`src/rtl/ecat_pkg.sv`:
```
// Shared constants and state encoding for the EtherCAT datagram parser.
// Header offsets count bytes from the command byte.
package ecat_pkg;

    localparam logic [7:0] CMD_LRD = 8'h0A;
    localparam logic [7:0] CMD_LWR = 8'h0B;
    localparam logic [7:0] CMD_LRW = 8'h0C;

    localparam int LEN_W = 11;

    localparam logic [3:0] HDR_LEN  = 4'd10;
    localparam logic [3:0] OFF_ADDR = 4'd2;
    localparam logic [3:0] OFF_LEN  = 4'd6;

    typedef enum logic [1:0] {
        ST_IDLE,
        ST_HDR,
        ST_DATA,
        ST_WKC
    } state_t;

endpackage

```
`src/rtl/ecat_datagram_parser.sv`:
```
// Receive-side EtherCAT datagram decoder: extracts header fields, qualifies
// data bytes with their offset and captures the working counter.
module ecat_datagram_parser
    import ecat_pkg::*;
#(
    parameter logic [LEN_W-1:0] MAX_LEN = 11'd1486
) (
    input  logic             rxc,
    input  logic             RST,
    input  logic [7:0]       rx_data,
    input  logic             rx_dv,
    input  logic             frame_start,
    output logic [7:0]       sub_command,
    output logic [7:0]       sub_index,
    output logic [31:0]      sub_address,
    output logic [15:0]      sub_len,
    output logic             sub_more,
    output logic             subdv,
    output logic [LEN_W-1:0] data_idx,
    output logic [15:0]      wkc_in,
    output logic             dgram_done,
    output logic             frame_done,
    output logic             err
);

    state_t state, state_d;

    logic [3:0]       hdr_cnt;
    logic [LEN_W-1:0] data_cnt;
    logic             wkc_cnt;

    // Shadow header; only published once the whole header has arrived
    logic [7:0]  sh_cmd;
    logic [7:0]  sh_idx;
    logic [31:0] sh_addr;
    logic [7:0]  sh_len_lo;
    logic [2:0]  sh_len_hi;
    logic        sh_more;

    logic [LEN_W-1:0] hdr_len;
    logic [LEN_W-1:0] cur_len;

    logic err_d, dg_d, fd_d;
    logic take_cmd, hdr_store, publish, data_step, wkc_store;

    assign hdr_len  = {sh_len_hi, sh_len_lo};
    assign cur_len  = sub_len[LEN_W-1:0];
    assign data_idx = data_cnt;
    assign subdv    = (state == ST_DATA) && rx_dv;

    always_comb begin
        state_d   = state;
        err_d     = 1'b0;
        dg_d      = 1'b0;
        fd_d      = 1'b0;
        take_cmd  = 1'b0;
        hdr_store = 1'b0;
        publish   = 1'b0;
        data_step = 1'b0;
        wkc_store = 1'b0;
        if (state == ST_IDLE) begin
            if (frame_start && rx_dv) begin
                take_cmd = 1'b1;
                state_d  = ST_HDR;
            end
        end else if (!rx_dv) begin
            err_d   = 1'b1;
            state_d = ST_IDLE;
        end else if (frame_start) begin
            err_d    = 1'b1;
            take_cmd = 1'b1;
            state_d  = ST_HDR;
        end else begin
            unique case (state)
                ST_HDR: begin
                    hdr_store = 1'b1;
                    if (hdr_cnt == HDR_LEN - 4'd1) begin
                        publish = 1'b1;
                        if (hdr_len == '0) begin
                            state_d = ST_WKC;
                        end else if (hdr_len > MAX_LEN) begin
                            err_d   = 1'b1;
                            state_d = ST_IDLE;
                        end else begin
                            state_d = ST_DATA;
                        end
                    end
                end
                ST_DATA: begin
                    data_step = 1'b1;
                    if (data_cnt == cur_len - 1'b1) state_d = ST_WKC;
                end
                ST_WKC: begin
                    wkc_store = 1'b1;
                    if (wkc_cnt) begin
                        dg_d = 1'b1;
                        if (sub_more) begin
                            state_d = ST_HDR;
                        end else begin
                            fd_d    = 1'b1;
                            state_d = ST_IDLE;
                        end
                    end
                end
                default: state_d = ST_IDLE;
            endcase
        end
    end

    always_ff @(posedge rxc) begin
        if (RST) state <= ST_IDLE;
        else     state <= state_d;
    end

    always_ff @(posedge rxc) begin
        if (RST) begin
            hdr_cnt     <= '0;
            data_cnt    <= '0;
            wkc_cnt     <= 1'b0;
            sh_cmd      <= '0;
            sh_idx      <= '0;
            sh_addr     <= '0;
            sh_len_lo   <= '0;
            sh_len_hi   <= '0;
            sh_more     <= 1'b0;
            sub_command <= '0;
            sub_index   <= '0;
            sub_address <= '0;
            sub_len     <= '0;
            sub_more    <= 1'b0;
            wkc_in      <= '0;
            dgram_done  <= 1'b0;
            frame_done  <= 1'b0;
            err         <= 1'b0;
        end else begin
            err        <= err_d;
            dgram_done <= dg_d;
            frame_done <= fd_d;

            if (take_cmd) begin
                sh_cmd  <= rx_data;
                hdr_cnt <= 4'd1;
            end else if (hdr_store) begin
                case (hdr_cnt)
                    4'd0:            sh_cmd        <= rx_data;
                    4'd1:            sh_idx        <= rx_data;
                    OFF_ADDR:        sh_addr[7:0]  <= rx_data;
                    OFF_ADDR + 4'd1: sh_addr[15:8] <= rx_data;
                    OFF_ADDR + 4'd2: sh_addr[23:16] <= rx_data;
                    OFF_ADDR + 4'd3: sh_addr[31:24] <= rx_data;
                    OFF_LEN:         sh_len_lo     <= rx_data;
                    OFF_LEN + 4'd1: begin
                        sh_len_hi <= rx_data[2:0];
                        sh_more   <= rx_data[7];
                    end
                    default: ;
                endcase
                hdr_cnt <= hdr_cnt + 4'd1;
            end else if (state != ST_HDR) begin
                hdr_cnt <= '0;
            end

            if (publish) begin
                sub_command <= sh_cmd;
                sub_index   <= sh_idx;
                sub_address <= sh_addr;
                sub_len     <= {5'b0, hdr_len};
                sub_more    <= sh_more;
            end

            if (data_step)              data_cnt <= data_cnt + 1'b1;
            else if (state != ST_DATA)  data_cnt <= '0;

            if (wkc_store) begin
                if (!wkc_cnt) wkc_in[7:0]  <= rx_data;
                else          wkc_in[15:8] <= rx_data;
                wkc_cnt <= ~wkc_cnt;
            end else if (state != ST_WKC) begin
                wkc_cnt <= 1'b0;
            end
        end
    end

endmodule

```
`config.mk`:
```
export PLATFORM = sky130hd
export DESIGN_NAME = ecat_datagram_parser
export DESIGN_NICKNAME = d
export VERILOG_FILES = /design/src/rtl/ecat_pkg.sv /design/src/rtl/ecat_datagram_parser.sv
export SDC_FILE = /design/constraint.sdc
export NUM_CORES = 1
export LEC_CHECK = 0
export CELL_PAD_IN_SITES_DETAIL_PLACEMENT = 1
export CELL_PAD_IN_SITES_GLOBAL_PLACEMENT = 2
export CORE_MARGIN = 10
export CORE_UTILIZATION = 34
export DETAILED_ROUTE_END_ITERATION = 6
export PLACE_DENSITY = 0.88
export SLEW_MARGIN = 20
export SYNTH_ARGS = -nofsm -noshare
export SYNTH_HDL_FRONTEND = slang
export SYNTH_SLANG_ARGS = --single-unit
```
`constraint.sdc`:
```
create_clock -name rxc -period 2.9 [get_ports rxc]
set_input_delay 0.58 -clock rxc [delete_from_list [all_inputs] [get_ports rxc]]
set_output_delay 0.58 -clock rxc [all_outputs]
set_load 0.01 [all_outputs]
```
==> results.md <==
- Vias in the first global route: between 5000 and 6000
- Die H: between 150 and 200 um
- Final Cycle Share: 0.942
- Fin area: 8060 um2
- Grt ovf: 0
- GRT Overall Usage: 0.156
- Max FO, Critical Path: 8
- Mux cell area share after synthesis: 0.123
- Routed WL: between 15 and 20 mm
- Worst hold path cell count: 2
- Clock buffer count from CTS: 17
- Area Overhead vs Synth: 28.4%
- Worst R2R Start: sub_len[0]
- Finished Core Util: 0.446
- Post-CTS Resized: 0
- Hold Slack: approximately 0.46 ns
- Most frequent cells in the layout: dfxtp_1 (157), nand2_1 (130), clkdlybuf4s50_1 (101)
- Setup TNS: 0 ns
- Worst slew pin tran: between 0.6 and 0.7 ns
- Initial antenna violation count: 0
- Relative slew slack: 0.544
- Synth Cell Area: between 6000 and 7000 um2
- Post-synthesis adder-cell area fraction: 0.0120
- Hold_buf cts: 0
- Setup-failing EPs final: 0
- Hold Vio Cnt, Final: 0
- EDFF count, synth: 0
- IO buf count: 102
- Wire per inst: approximately 18 um
- Maximum VDD drop: 0.000415 V
- Slew Limit Fails: 0
- Clk_lat worst skew: 0.43 ns
- Setup CP Type: input pin to primary output
- Simple-Gate Fraction of Synth Area: 0.199
- Startpoint Class: input pin
- Area leader, netlist: dfxtp_1
- XOR/XNOR Fraction of Synth Area: 0.0321
- Sequential-to-total area share from yosys stat: 0.500
- Worst R2R Path Depth: 8
- Most common cell after layout, fill and taps aside: dfxtp_1
- Root Buffer Master: clkbuf_16
- Floorplan row count: a little under 50
- Status: finished, final reports clean
- Ant diodes: 0
- Clock buffer depth: 2
- WP data arrival: around 2.2 ns
- Met3 routed WL: around 1.3 mm
- Post-synth top flop: dfxtp_1
- DP Cell Count: slightly above 1000
- Die ar.: between 20000 and 25000 um2
- Crit path launch: rx_dv
- Synth cell types: 48
- Pre-CTS WS: 0.190 ns
- Final setup margin: about 0.17 ns
- Slowest stage delay, CP: roughly 0.62 ns
- Synth Warn #: 0
- F_max: 0.366 GHz
- Largest family of logic cells by synthesized area: simple AND/OR/NAND/NOR gates
- Top post-synthesis cells by area: dfxtp_1 (50%), mux2i_1 (12%), nand2_1 (7.8%)
- Compound-cell area share of the yosys netlist: 0.0849
- Clock transition at path regs: roughly 0.06 ns
- DIE WIDTH: between 150 and 200 um
- DRT iter0 DRCs: 180
- Io pins: 108
- Synthesized instance count: between 700 and 800
- Crit path top cell by count: clkdlybuf4s50_1
- Post-DRT Antenna Nets: 0
- CP Cell Sequence: clkdlybuf4s50_1 > inv_1 > nor3_1 > clkdlybuf4s50_1
- #FFs+latches synth: around 160
- Pre-Repair DR Iteration Count: 4
- Power per cell area: around 570 nW/um2
- First-pass GRT wire length: between 30 and 40 mm
- Uppermost layer routed: met4
- Final #Nets: between 800 and 900
- Pleak: between 2 and 3 nW
- TritonCTS clock tree: built
- Routed vias: ~5300
- H-Tree Depth: 4
- CORE AREA: approximately 18000 um2
- Largest net degree at the start of global routing: between 80 and 90
- Metal-1 WL: between 8 and 9 mm
- Hold Crit Class: flop to flop
- DP HPWL: roughly 13 mm
- # clock sinks: ~160
- Initial core utilization: 0.347
- RSZ-0062 raised after global routing: false
- Synthesized area per cell: roughly 9 um2
- Hold path startpoint: sub_address[0]
- Critical Path RT: approximately 2.3 ns
- Setup Buffers After CTS: 0
- Non-filler cells, final: a little over 1000
- Period minus WS final: between 2 and 3 ns
- Power Total: approximately 4.6 mW
- Clock skew: 0.00635 ns
- Placed cell area: 7470 um2
- Crit path capture type: primary output
- Ys async rst share: 0
- CP max stage cell: clkdlybuf4s50_1
- Share of the synthesized area in the top cell type: 0.500
- Layout cells sized above 1: 0.0705
- Routability cong.: around 0.86
- # DRC: 0
- Max-Cap Viols: 0
- Met2 WL post-DR: around 9.5 mm
- Vias per Instance: between 5 and 6
[Yosys cell counts (2+ instances only)]
master and n:
or3_1 6, nor4_1 5, ha_1 6, o21ai_0 8, inv_1 8, nand3b_1 2
nand4b_1 3, clkbuf_1 38, nor3_1 13, xnor2_1 14, nand4_1 5, buf_2 11
xor2_1 9, buf_6 2, and3_1 6, nand2_1 130, buf_4 6, and4_1 2
dfxtp_1 157, nor2b_1 2, nand2b_1 2, a31oi_1 2, nor2_1 96, a21oi_1 73
mux2i_1 77, a211oi_1 2, a211o_2 2, nand3_1 8
[worst max-delay path, delay by kind of cell]
kind                   cells  cell delay, ns
buffers and inverters      3            1.39
and+or+nand+nor            1            0.18
[state kept, by name, summed over array words and instances, names as in the netlist, 8 cells and up]
signal	cells
sh_addr	32
sub_address	32
wkc_in	16
data_idx	11
sub_len	11
sh_cmd	8
sh_idx	8
sh_len_lo	8
sub_command	8
sub_index	8
[where the power goes]
part | total (mW) | internal (mW) | switching [mW]
registers | 2.18 | 2.17 | 0.0123
logic | 0.167 | 0.0511 | 0.116
clock network | 2.23 | 1.32 | 0.916
[routing by layer]
layer,global-route usage,up-vias
met2,0.268,120
met4,0.0409,0
li1,-,2533
met1,0.179,2624
met5,0,-
met3,0.0582,15
[logic make-up after synthesis]
logic type                 count (synthesis)
adders and majority gates                  6
AOI/OAI and AO/OA                         96
buffers and inverters                     66
DFF                                      157
xor gates and xnor gates                  23
muxes                                     77
other                                      1
and+or+nand+nor                          289
[final timing paths]
| kind | end | slack (ns) |
|---|---|---|
| setup reg to reg | state[0] | 0.38 |
| hold reg to reg | sub_address[0] | 0.46 |
| setup / recovery | subdv | 0.17 |
| hold / removal | sub_address[0] | 0.46 |
[cell type report]
type	count	area, um2
fillers	2100	10000
repair buffers	116	1150
multi-input cells	496	2860
flip-flops and latches	157	3140
inverters	8	30.0
well taps	229	287
clock buffers	20	457
clock inverters	12	139
No activity file was read; power rests on OpenSTA's default activity.
